===== src/rtl/mem_bus_arbiter_if.sv =====
// Bus bundle for mem_bus_arbiter: the IF and ME pipeline request/response
// handshakes plus the external single-port SRAM pins.
// The slave modport is the arbiter's view. The master modport is the
// pipeline/SRAM-side view.
interface mem_bus_arbiter_if;
  // Instruction fetch port
  logic        ifReq;
  logic [15:0] ifAddr;
  logic        ifReady;
  logic [15:0] ifData;
  logic        ifStall;

  // Memory stage port
  logic [1:0]  meMemControl;
  logic [15:0] meAddr;
  logic [15:0] meWriteData;
  logic        meReady;
  logic [15:0] meReadData;
  logic        meStall;

  // External SRAM
  logic [15:0] ramAddr;
  logic [15:0] ramDataOut;
  logic        ramDataDrive;
  logic [15:0] ramDataIn;
  logic        ramCE_n;
  logic        ramOE_n;
  logic        ramWE_n;

  modport slave (
    input  ifReq, ifAddr, meMemControl, meAddr, meWriteData, ramDataIn,
    output ifReady, ifData, ifStall, meReady, meReadData, meStall,
           ramAddr, ramDataOut, ramDataDrive, ramCE_n, ramOE_n, ramWE_n
  );

  modport master (
    output ifReq, ifAddr, meMemControl, meAddr, meWriteData, ramDataIn,
    input  ifReady, ifData, ifStall, meReady, meReadData, meStall,
           ramAddr, ramDataOut, ramDataDrive, ramCE_n, ramOE_n, ramWE_n
  );
endinterface


===== src/rtl/mem_bus_arbiter.sv =====
// mem_bus_arbiter: shares one single-port 16-bit SRAM between instruction
// fetch (IF) and the memory stage (ME).
// Each grant runs a fixed-length read or write with registered strobes. The
// arbiter then returns a one-cycle ready pulse to the requester.
// When both ports contend, priority alternates using lastGrantMe.
module mem_bus_arbiter #(
  parameter int unsigned ACCESS_CYCLES = 2
) (
  input  logic               clk,
  input  logic               rst,
  mem_bus_arbiter_if.slave   bus
);

  typedef enum logic [2:0] {
    IDLE    = 3'd0,
    RD      = 3'd1,
    WR      = 3'd2,
    WR_HOLD = 3'd3,
    RESP    = 3'd4
  } state_t;

  localparam logic [3:0] CNT_LOAD = 4'(ACCESS_CYCLES - 1);

  state_t      state;
  logic [3:0]  cnt;
  logic        lastGrantMe;
  logic        grantMe;

  logic        ifReadyR;
  logic        meReadyR;
  logic [15:0] ifDataR;
  logic [15:0] meReadDataR;
  logic [15:0] ramAddrR;
  logic [15:0] ramDataOutR;
  logic        ramDataDriveR;
  logic        ramCE_nR;
  logic        ramOE_nR;
  logic        ramWE_nR;

  logic        meActive;
  logic        meWrite;
  logic        anyReq;
  logic        pickMe;
  logic        pickWrite;

  // Decode the ME control field and choose the winner of the next grant
  always_comb begin
    meActive  = 1'b0;
    meWrite   = 1'b0;
    pickMe    = 1'b0;
    case (bus.meMemControl)
      2'b10: begin
        meActive = 1'b1;
        meWrite  = 1'b0;
      end
      2'b01: begin
        meActive = 1'b1;
        meWrite  = 1'b1;
      end
      default: begin
        meActive = 1'b0;   // 2'b00 idle, 2'b11 reserved: no access
        meWrite  = 1'b0;
      end
    endcase
    anyReq = meActive | bus.ifReq;
    if (meActive && bus.ifReq) begin
      pickMe = ~lastGrantMe;   // alternate under contention
    end else if (meActive) begin
      pickMe = 1'b1;
    end else begin
      pickMe = 1'b0;
    end
    pickWrite = pickMe & meWrite;
  end

  // Access sequencer: arbitration, SRAM strobe timing, read capture and ready pulses
  always_ff @(posedge clk or posedge rst) begin
    if (rst) begin
      state         <= IDLE;
      cnt           <= 4'd0;
      lastGrantMe   <= 1'b0;
      grantMe       <= 1'b0;
      ifReadyR      <= 1'b0;
      meReadyR      <= 1'b0;
      ifDataR       <= 16'h0000;
      meReadDataR   <= 16'h0000;
      ramAddrR      <= 16'h0000;
      ramDataOutR   <= 16'h0000;
      ramDataDriveR <= 1'b0;
      ramCE_nR      <= 1'b1;
      ramOE_nR      <= 1'b1;
      ramWE_nR      <= 1'b1;
    end else begin
      case (state)
        IDLE: begin
          ifReadyR <= 1'b0;
          meReadyR <= 1'b0;
          if (anyReq) begin
            lastGrantMe <= pickMe;
            grantMe     <= pickMe;
            cnt         <= CNT_LOAD;
            ramCE_nR    <= 1'b0;
            if (pickMe) begin
              ramAddrR    <= bus.meAddr;
              ramDataOutR <= bus.meWriteData;
            end else begin
              ramAddrR    <= bus.ifAddr;
            end
            if (pickWrite) begin
              state         <= WR;
              ramWE_nR      <= 1'b0;
              ramOE_nR      <= 1'b1;
              ramDataDriveR <= 1'b1;
            end else begin
              state         <= RD;
              ramWE_nR      <= 1'b1;
              ramOE_nR      <= 1'b0;
              ramDataDriveR <= 1'b0;
            end
          end else begin
            state <= IDLE;
          end
        end

        RD: begin
          if (cnt == 4'd0) begin
            if (grantMe) begin
              meReadDataR <= bus.ramDataIn;
              meReadyR    <= 1'b1;
            end else begin
              ifDataR     <= bus.ramDataIn;
              ifReadyR    <= 1'b1;
            end
            ramCE_nR <= 1'b1;
            ramOE_nR <= 1'b1;
            state    <= RESP;
          end else begin
            cnt <= cnt - 4'd1;
          end
        end

        WR: begin
          if (cnt == 4'd0) begin
            ramWE_nR <= 1'b1;   // end the pulse; address/data held one more cycle
            state    <= WR_HOLD;
          end else begin
            cnt <= cnt - 4'd1;
          end
        end

        WR_HOLD: begin
          ramCE_nR      <= 1'b1;
          ramDataDriveR <= 1'b0;
          meReadyR      <= grantMe;
          ifReadyR      <= ~grantMe;
          state         <= RESP;
        end

        RESP: begin
          ifReadyR <= 1'b0;
          meReadyR <= 1'b0;
          state    <= IDLE;
        end

        default: begin
          ifReadyR      <= 1'b0;
          meReadyR      <= 1'b0;
          ramCE_nR      <= 1'b1;
          ramOE_nR      <= 1'b1;
          ramWE_nR      <= 1'b1;
          ramDataDriveR <= 1'b0;
          state         <= IDLE;
        end
      endcase
    end
  end

  assign bus.ifReady      = ifReadyR;
  assign bus.meReady      = meReadyR;
  assign bus.ifData       = ifDataR;
  assign bus.meReadData   = meReadDataR;
  assign bus.ramAddr      = ramAddrR;
  assign bus.ramDataOut   = ramDataOutR;
  assign bus.ramDataDrive = ramDataDriveR;
  assign bus.ramCE_n      = ramCE_nR;
  assign bus.ramOE_n      = ramOE_nR;
  assign bus.ramWE_n      = ramWE_nR;

  // Stalls drop in the same cycle as the matching ready pulse
  assign bus.ifStall = bus.ifReq & ~ifReadyR;
  assign bus.meStall = meActive & ~meReadyR;

endmodule


===== src/flat_wrapper.sv =====
// flat-port wrapper written by rule: the top's interface ports become plain ports
module mem_bus_arbiter_flat 
#(
  parameter int unsigned ACCESS_CYCLES = 2
)
  (clk, rst, bus_ifReq, bus_ifAddr, bus_meMemControl, bus_meAddr, bus_meWriteData, bus_ramDataIn, bus_ifReady, bus_ifData, bus_ifStall, bus_meReady, bus_meReadData, bus_meStall, bus_ramAddr, bus_ramDataOut, bus_ramDataDrive, bus_ramCE_n, bus_ramOE_n, bus_ramWE_n);
  mem_bus_arbiter_if bus_i ();
  input  logic clk;
  input  logic rst;
  input wire logic [$bits(bus_i.ifReq)-1:0] bus_ifReq;
  input wire logic [$bits(bus_i.ifAddr)-1:0] bus_ifAddr;
  input wire logic [$bits(bus_i.meMemControl)-1:0] bus_meMemControl;
  input wire logic [$bits(bus_i.meAddr)-1:0] bus_meAddr;
  input wire logic [$bits(bus_i.meWriteData)-1:0] bus_meWriteData;
  input wire logic [$bits(bus_i.ramDataIn)-1:0] bus_ramDataIn;
  output wire logic [$bits(bus_i.ifReady)-1:0] bus_ifReady;
  output wire logic [$bits(bus_i.ifData)-1:0] bus_ifData;
  output wire logic [$bits(bus_i.ifStall)-1:0] bus_ifStall;
  output wire logic [$bits(bus_i.meReady)-1:0] bus_meReady;
  output wire logic [$bits(bus_i.meReadData)-1:0] bus_meReadData;
  output wire logic [$bits(bus_i.meStall)-1:0] bus_meStall;
  output wire logic [$bits(bus_i.ramAddr)-1:0] bus_ramAddr;
  output wire logic [$bits(bus_i.ramDataOut)-1:0] bus_ramDataOut;
  output wire logic [$bits(bus_i.ramDataDrive)-1:0] bus_ramDataDrive;
  output wire logic [$bits(bus_i.ramCE_n)-1:0] bus_ramCE_n;
  output wire logic [$bits(bus_i.ramOE_n)-1:0] bus_ramOE_n;
  output wire logic [$bits(bus_i.ramWE_n)-1:0] bus_ramWE_n;
  assign bus_i.ifReq = bus_ifReq;
  assign bus_i.ifAddr = bus_ifAddr;
  assign bus_i.meMemControl = bus_meMemControl;
  assign bus_i.meAddr = bus_meAddr;
  assign bus_i.meWriteData = bus_meWriteData;
  assign bus_i.ramDataIn = bus_ramDataIn;
  assign bus_ifReady = bus_i.ifReady;
  assign bus_ifData = bus_i.ifData;
  assign bus_ifStall = bus_i.ifStall;
  assign bus_meReady = bus_i.meReady;
  assign bus_meReadData = bus_i.meReadData;
  assign bus_meStall = bus_i.meStall;
  assign bus_ramAddr = bus_i.ramAddr;
  assign bus_ramDataOut = bus_i.ramDataOut;
  assign bus_ramDataDrive = bus_i.ramDataDrive;
  assign bus_ramCE_n = bus_i.ramCE_n;
  assign bus_ramOE_n = bus_i.ramOE_n;
  assign bus_ramWE_n = bus_i.ramWE_n;
  mem_bus_arbiter #(.ACCESS_CYCLES(ACCESS_CYCLES)) u_core (.clk(clk), .rst(rst), .bus(bus_i));
endmodule

===== config.mk =====
export PLATFORM = sky130hd
export DESIGN_NAME = mem_bus_arbiter_flat
export DESIGN_NICKNAME = d
export VERILOG_FILES = /design/src/rtl/mem_bus_arbiter_if.sv /design/src/rtl/mem_bus_arbiter.sv /design/src/flat_wrapper.sv
export SDC_FILE = /design/constraint.sdc
export NUM_CORES = 1
export LEC_CHECK = 0
export CELL_PAD_IN_SITES_DETAIL_PLACEMENT = 0
export CELL_PAD_IN_SITES_GLOBAL_PLACEMENT = 1
export CORE_AREA = 5 5 96 134
export CTS_CLUSTER_DIAMETER = 60
export DETAILED_ROUTE_END_ITERATION = 10
export DIE_AREA = 0 0 101 139
export GPL_TIMING_DRIVEN = 0
export PLACE_DENSITY_LB_ADDON = 0.1
export SLEW_MARGIN = 10
export SYNTH_ARGS = -nofsm -noshare
export SYNTH_HDL_FRONTEND = slang
export SYNTH_SLANG_ARGS = --single-unit

===== constraint.sdc =====
create_clock -name clk -period 2.4 [get_ports clk]
set_input_delay 0.48 -clock clk [delete_from_list [all_inputs] [get_ports clk]]
set_output_delay 0.48 -clock clk [all_outputs]
set_load 0.03 [all_outputs]

# Yosys cells after proc, flatten, opt, wreduce, memory -nomap -nowiden
# Index checks and enable logic that the tools add are counted.
[classes]
addsub = 1
bitwise = 12
n_eq_ne = 12
mux = 29
reduce_logical = 22
[op_table]
columns = ["op", "count"]
rows = [
  ["3-bit AND reduction", 9],
  ["16-bit 2-to-1 mux", 1],
  ["1-bit one-hot mux with 3 select lines", 5],
  ["1-bit 2-to-1 mux", 14],
  ["3-bit one-hot mux with 4 select lines", 1],
  ["3-bit OR reduction", 3],
  ["4-bit 2-to-1 mux", 2],
  ["2-bit by 1-bit inequality test with 1-bit output (second input constant)", 4],
  ["1-bit inverter", 8],
  ["4-bit one-hot mux with 2 select lines", 1],
  ["3-bit by 2-bit == test with 1-bit output (second input constant)", 2],
  ["3-bit 2-to-1 mux", 2],
  ["2-bit AND reduction", 3],
  ["2-bit OR reduction", 3],
  ["4-bit zero test", 1],
  ["2-bit 2-to-1 mux", 2],
  ["2-bit inequality test (second input constant)", 2],
  ["4-bit by 1-bit subtractor with 4-bit output (second input constant)", 1],
  ["1-bit AND", 3],
  ["3-bit by 1-bit == test with 1-bit output (second input constant)", 1],
  ["3-bit == test (second input constant)", 1],
  ["3-bit zero test", 1],
  ["2-bit by 1-bit == test with 1-bit output (second input constant)", 1],
  ["2-bit == test (second input constant)", 1],
  ["4 further kinds", 4],
]
[word_totals]
elab_cells = 89
output_inout_bits = 72
input_bits = 69
register_bits = 78

# Longest topological paths before layout
# Gate-level depths: netlist of the first run.
[logic_depth]
depth_word = 9
ltp_mapped = 8
depth_no_buf = 6

# Least setup slack after synthesis of the first run
# Ideal clock, no wire load.
[synth_timing]
kind = "flip-flop to flip-flop"
start = "reg u_core.cnt[0]"
end = "reg u_core.meReadDataR[0] (netlist: u_core.bus.meReadData[0])"
t_arrival_ns = 2.144
n_path_buf = 3
setup_time_ns = 0.125
required_ns = 2.275
synth_period_minus_slack_ns = 2.269
path_slack_ns = 0.131
path_stages_with_launch = 9
path_cell_list = "dfrtp_1 > inv_1 > ha_1 > or3b_1 > buf_6 > or4_4 > buf_6 > buf_12 > mux2_4"
[synth_between]
elab_chain_len = 2
[synth_rtl]
columns = ["element", "line", "text"]
rows = [
  ["start, declared", "mem_bus_arbiter.sv:25", "logic [3:0] cnt;"],
  ["start signal, assigned", "mem_bus_arbiter.sv:138", "cnt <= cnt - 4'd1;"],
  ["start signal, assigned", "mem_bus_arbiter.sv:147", "cnt <= cnt - 4'd1;"],
  ["4-bit zero test", "mem_bus_arbiter.sv:126", "if (cnt == 4'd0) begin"],
  ["3-bit AND reduction (no line)", "-", ""],
  ["end signal, assigned", "mem_bus_arbiter.sv:128", "meReadDataR <= bus.ramDataIn;"],
  ["end, declared", "mem_bus_arbiter.sv:32", "logic [15:0] meReadDataR;"],
]
# No other way between the ends.
# A chain may end at the register's enable or synchronous reset.

# Worst setup path in the final report of the first run
[layout_timing]
start = "reg u_core.cnt[1]"
end = "reg u_core.meReadDataR[8] (netlist: u_core.bus.meReadData[8])"
# Same word-level chain as after synthesis.

==> results of run 1 <==
worst paths after layout:
kind / slack (ps) / from / to / depth (start not counted)
max reg2reg: 80 / u_core.cnt[1]$_DFFE_PP0P_ / u_core.bus.meReadData[8]$_DFFE_PP0P_ / 7
min in group asynchronous: 580 / rst / u_core.bus.ramDataOut[13]$_DFFE_PP0P_ / 2
min reg2reg: 480 / u_core.bus.ramOE_n$_DFFE_PP1P_ / u_core.bus.ramOE_n$_DFFE_PP1P_ / 2
min: 480 / u_core.bus.ramOE_n$_DFFE_PP1P_ / u_core.bus.ramOE_n$_DFFE_PP1P_ / 2
max: 80 / u_core.cnt[1]$_DFFE_PP0P_ / u_core.bus.meReadData[8]$_DFFE_PP0P_ / 7
max in group asynchronous: 1220 / rst / u_core.bus.ramCE_n$_DFFE_PP1P_ / 3
cell families (layout without fill, tap and decap cells):
family | Yosys count | count (layout) | share of synthesized area
adders and majority gates | 2 | 2 | 0.00742
DFF | 78 | 78 | 0.580
xor gates and xnor gates | 1 | 1 | 0.00260
AOI/OAI and AO/OA | 44 | 44 | 0.0746
and+or+nand+nor | 48 | 48 | 0.0720
muxes | 66 | 66 | 0.225
buffers and inverters | 25 | 186 | 0.0382
per-stage QoR:
step                      hold WS [ps]  total power [W]  cells
after floorplan                    460          0.00506    264
after global placement             469          0.00681    551
after detailed placement           472          0.00687    553
after CTS                          488          0.00838    570
after global routing               511          0.00878    572
final                              481          0.00828    572
cells in the final DEF, fill, tap and decap left out, types with 4 or more instances in the layout:
cell type        instances
nor2_1                  26
inv_1                    6
o21ai_0                 11
clkbuf_1                 7
clkbuf_2                 4
mux2_2                  38
dfrtp_1                 75
nor3_1                   5
mux2i_1                 18
clkbuf_16                9
mux2_4                  10
a21oi_1                 24
buf_2                    4
buf_4                    4
clkdlybuf4s50_1        139
registers in the layout, summed over array words and instances, names as in the netlist:
| register | flops |
|---|---|
| u_core.bus.meReadData | 16 |
| u_core.bus.ramOE_n | 1 |
| u_core.bus.ramDataOut | 16 |
| u_core.bus.ramDataDrive | 1 |
| u_core.bus.ifData | 16 |
| u_core.bus.ramWE_n | 1 |
| u_core.state | 3 |
| u_core.cnt | 4 |
| u_core.grantMe | 1 |
| u_core.bus.ramCE_n | 1 |
| u_core.bus.meReady | 1 |
| u_core.bus.ramAddr | 16 |
| u_core.bus.ifReady | 1 |
power groups by stage:
stage / clock, W / combinational (W) / sequential, W
2_1_floorplan: 0 / 0.00155 / 0.00351
3_3_place_gp: 0 / 0.00446 / 0.00235
3_5_place_dp: 0 / 0.00450 / 0.00238
4_1_cts: 0.00150 / 0.00452 / 0.00236
5_1_grt: 0.00154 / 0.00479 / 0.00245
6_report: 0.00145 / 0.00447 / 0.00235
layer usage:
metal / track usage / wire, um / vias to the layer above
met2: 0.226 / 4590 / 106
li1: - / - / 1223
met5: 0 / 0 / -
met1: 0.152 / 3650 / 1227
met4: 0.0714 / 230 / 0
met3: 0.0438 / 873 / 17
critical path: stages (launching register included):
cell,delay (ps)
dfrtp_1,400
inv_2,70
ha_2,180
or3b_4,370
buf_6,150
or4_4,560
buf_12,170
mux2_4,290
area by class of cell:
class	count	area (um2)	share of cell area
plain buffers	15	90.1	0.0168
clock buffers	11	233	0.0435
clock inverters	5	83.8	0.0157
inverters	9	37.5	0.00702
multi-input cells	161	1290	0.242
flip-flops and latches	78	1960	0.366
well taps	147	184	0.0344
repair buffers	146	1470	0.275
repair_timing:
action                     4_1_cts  5_1_grt
gates resized for setup          7        4
pin swaps                        1        2
cloned                           0        0
setup endpoints to repair       38       10
buffers inserted                 1        3
==> impl_metrics.env, run 1 <==
export IMPL_ys_warn_count=0
export IMPL_clock_skew_ps=7.08
export IMPL_path_clk_slew_ps=60
export IMPL_intPower_w=0.00495
export IMPL_p_sw_frac=0.402
export IMPL_die_y_um=139
export IMPL_synth_nets=335
export IMPL_ys_seq_area_frac=0.580
export IMPL_holdBufCountCts=0
export IMPL_place_ws_ps=-573
export IMPL_start_util=0.291
export IMPL_finalInstanceArea_mm2=0.00535
export IMPL_p_per_area_mw_per_mm2=1550
export IMPL_hold_violations=0
export IMPL_synth_most_common_cell="dfrtp_1"
export IMPL_status="finished, final reports clean"
export IMPL_grt_pass1_wl_mm=14.8
export IMPL_num_rows=47
export IMPL_num_vias=2573
export IMPL_critPathMaxFanout=10
export IMPL_min_period_ps=2320
export IMPL_syn2layout_area_growth_pct=58.6
export IMPL_slew_viol_final=0
export IMPL_synth_seq_cells=78
export IMPL_setup_viol=0
export IMPL_synthTopCellsByCount="dfrtp_1 (75), mux2_2 (38), nor2_1 (26)"
export IMPL_p_sw_w=0.00333
export IMPL_cts_tree="built"
export IMPL_via_per_inst=4.50
export IMPL_cp_data_required_time_ps=2610
export IMPL_hpwl_mm=7.07
export IMPL_timing_final_ws_setup_ps=77.6
export IMPL_seqPwrFrac=0.284
export IMPL_startpoint_type="flip-flop"
export IMPL_die_area_mm2=0.0140
export IMPL_gp_congestion=0.771
export IMPL_grt_max_degree=29
export IMPL_tightest_slew_ps=624
export IMPL_netlist_area_mm2=0.00337
export IMPL_grt_use_total=0.135
export IMPL_setup_tns_final_ps=0
export IMPL_cap_violations=0
export IMPL_min_period_over_period=0.968
export IMPL_die_w_um=101
export IMPL_insertion_delay_ps=330
export IMPL_fillerInstances=1093
export IMPL_synth_top_area_cell="dfrtp_1"
export IMPL_grt_antenna_before_repair=0
export IMPL_p_leak_nw=2.27
export IMPL_ant_nets=0
export IMPL_clock_sinks=78
export IMPL_fin_util=0.462
export IMPL_n_antenna_cell=0
export IMPL_cp_arrival_ps=2540
export IMPL_clkPwrFrac=0.175
export IMPL_synth_top_area_frac=0.557
export IMPL_timing_fmax_mhz=431
export IMPL_placed_cell_area_mm2=0.00500
export IMPL_slew_headroom=0.583
export IMPL_drive_gt1_frac=0.216
export IMPL_grt_pass1_vias=2827
export IMPL_max_vdd_ir_drop_v=0.000487
export IMPL_ios=141
export IMPL_drt_pass1_iterations=4
export IMPL_core_area_mm2=0.0116
export IMPL_io_buffers=140
export IMPL_cts_inserted_buffers=9
export IMPL_final_nets=491
export IMPL_comb_power_share=0.541
export IMPL_ctsLongestPathBuffers=2
export IMPL_synth_edff_count=0
export IMPL_root_buffer="clkbuf_16"
export IMPL_synth_cells=264
export IMPL_routed_wirelength_mm=9.33
export IMPL_endpoint_kind="flip-flop"
export IMPL_critPathKind="flip-flop to flip-flop"
export IMPL_drc=0
export IMPL_yosys_top_cells_area="dfrtp_1 (56%), mux2_2 (13%), mux2i_1 (5.3%)"
export IMPL_async_flop_share=1.00
export IMPL_routedWlPerCell_um=16.3
export IMPL_min_path_type="flip-flop to flip-flop"
export IMPL_drt_iter0_drc=59
export IMPL_overflow=0
export IMPL_avgSynthCellArea_um2=12.8
export IMPL_cts_max_level=3
export IMPL_rsz0062_at_grt="no"
export IMPL_ys_types=34
export IMPL_synth_ff_type="dfrtp_1"
(Power assumes the default switching activity.)
==> inputs of run 2 (changes only) <==
--- a/config.mk
+++ b/config.mk
@@ -7,13 +7,13 @@
 export LEC_CHECK = 0
 export CELL_PAD_IN_SITES_DETAIL_PLACEMENT = 0
 export CELL_PAD_IN_SITES_GLOBAL_PLACEMENT = 1
-export CORE_AREA = 5 5 96 134
+export CORE_AREA = 2 2 93 131
 export CTS_CLUSTER_DIAMETER = 60
 export DETAILED_ROUTE_END_ITERATION = 10
-export DIE_AREA = 0 0 101 139
+export DIE_AREA = 0 0 95 133
 export GPL_TIMING_DRIVEN = 0
 export PLACE_DENSITY_LB_ADDON = 0.1
-export SLEW_MARGIN = 10
+export SLEW_MARGIN = 20
 export SYNTH_ARGS = -nofsm -noshare
 export SYNTH_HDL_FRONTEND = slang
 export SYNTH_SLANG_ARGS = --single-unit
==> impl_metrics.env, run 2 (synthesized netlist as in run 1, its figures left out) <==
export IMPL_status="finished, final reports clean"
export IMPL_hpwl_mm=6.51
export IMPL_slew_viol_final=0
export IMPL_drt_pass1_iterations=4
export IMPL_timing_fmax_mhz=428
export IMPL_num_vias=2585
export IMPL_io_buffers=140
export IMPL_die_y_um=133
export IMPL_drt_iter0_drc=54
export IMPL_drive_gt1_frac=0.219
export IMPL_grt_use_total=0.140
export IMPL_startpoint_type="flip-flop"
export IMPL_place_ws_ps=-551
export IMPL_path_clk_slew_ps=60
export IMPL_worstRegToRegCells=7
export IMPL_min_path_cells=2
export IMPL_ios=141
export IMPL_tightest_slew_ps=500
export IMPL_n_antenna_cell=0
export IMPL_cts_max_level=3
export IMPL_syn2layout_area_growth_pct=59.4
export IMPL_cap_violations=0
export IMPL_crit_chain="inv_2 -> ha_4 -> or3b_4 -> buf_6 -> or4_4 -> buf_12 -> mux2_4"
export IMPL_min_period_over_period=0.973
export IMPL_gp_congestion=0.757
export IMPL_grt_pass1_wl_mm=13.5
export IMPL_endpoint_kind="flip-flop"
export IMPL_min_path_type="flip-flop to flip-flop"
export IMPL_start_util=0.291
export IMPL_core_area_mm2=0.0116
export IMPL_finalPower_w=0.00830
export IMPL_slowest_delay_ps=570
export IMPL_critPathKind="flip-flop to flip-flop"
export IMPL_overflow=0
export IMPL_timing_final_ws_setup_ps=65.3
export IMPL_final_nets=490
export IMPL_clock_skew_ps=7.36
export IMPL_clock_sinks=78
export IMPL_routedWlPerCell_um=15.2
export IMPL_via_per_inst=4.53
export IMPL_die_w_um=95
export IMPL_hold_violations=0
export IMPL_slew_headroom=0.666
export IMPL_critPathMaxFanout=10
export IMPL_critPathSlowestCell="or4_4"
export IMPL_grt_max_degree=32
export IMPL_fillerInstances=1116
export IMPL_grt_antenna_before_repair=0
export IMPL_root_buffer="clkbuf_16"
export IMPL_p_leak_nw=2.28
export IMPL_final_cell_mix="clkdlybuf4s50_1 (139), dfrtp_1 (75), mux2_2 (38)"
export IMPL_num_rows=47
export IMPL_p_per_area_mw_per_mm2=1550
export IMPL_multi_input_comb_area_mm2=0.00130
export IMPL_routed_wirelength_mm=8.70
export IMPL_cts_tree="built"
export IMPL_setup_viol=0
export IMPL_grt_pass1_vias=2621
export IMPL_cts_inserted_buffers=9
export IMPL_min_period_ps=2330
export IMPL_drc=0
export IMPL_cp_arrival_ps=2550
export IMPL_regArea_mm2=0.00196
export IMPL_max_vdd_ir_drop_v=0.000481
export IMPL_ant_nets=0
export IMPL_cp_data_required_time_ps=2610
export IMPL_final_common_cell="clkdlybuf4s50_1"
export IMPL_ctsLongestPathBuffers=2
export IMPL_die_area_mm2=0.0126
export IMPL_insertion_delay_ps=330
==> run 2: layout make-up <==
class	instances	share of cell area
repair buffers	145	0.272
plain buffers	15	0.0177
clock inverters	6	0.0175
multi-input cells	161	0.243
well taps	147	0.0342
clock buffers	10	0.0445
flip-flops and latches	78	0.364
inverters	9	0.00699
==> run 2: through the flow <==
stage	std cells	area [um2]	TNS, ps	util	hold WS, ps
after floorplan	264	3370	0	-	460
after global placement	551	4960	-17000	0.428	470
after detailed placement	553	5000	-17130	0.432	473
after CTS	570	5350	0	0.461	484
after global routing	571	5370	-1.31	0.464	507
final	571	5370	0	0.464	476
==> run 2: timing repair <==
item                                    CTS  global route
buffers inserted                          1             2
endpoints found under the setup margin   38            31
pin swaps                                 1             1
gates resized for setup                   5            11
hold buffers                              0             0
==> run 2: final timing paths <==
path / startpoint / endpoint / slack (ps)
max: u_core.cnt[1]$_DFFE_PP0P_ / u_core.bus.meReadData[5]$_DFFE_PP0P_ / 70
min: u_core.bus.ramOE_n$_DFFE_PP1P_ / u_core.bus.ramOE_n$_DFFE_PP1P_ / 480
max reg2reg: u_core.cnt[1]$_DFFE_PP0P_ / u_core.bus.meReadData[5]$_DFFE_PP0P_ / 70
min reg2reg: u_core.bus.ramOE_n$_DFFE_PP1P_ / u_core.bus.ramOE_n$_DFFE_PP1P_ / 480
max in group asynchronous: rst / u_core.bus.ramOE_n$_DFFE_PP1P_ / 1290
min in group asynchronous: rst / u_core.bus.meReadData[8]$_DFFE_PP0P_ / 530
==> run 2: per-layer routing <==
metal  vias up  routed length [um]  global-route usage
met5         -                   0                   0
met4         0                 118              0.0531
met3         8                 672              0.0478
met2       100                4320               0.233
met1      1250                3580               0.165
li1       1227                   -                   -
==> run 2: where the power goes <==
part | total, W | internal, W | leakage, nW | switching [W]
logic | 0.00447 | 0.00205 | 1.21 | 0.00241
clock network | 0.00149 | 0.000946 | 0.159 | 0.000544
registers | 0.00234 | 0.00199 | 0.916 | 0.000350
==> run 2: worst max-delay path, delay by kind of cell (launching register included) <==
family	cells	cell delay (ps)
adders and majority gates	1	140
and+or+nand+nor	2	940
DFF	1	400
muxes	1	290
buffers and inverters	3	430
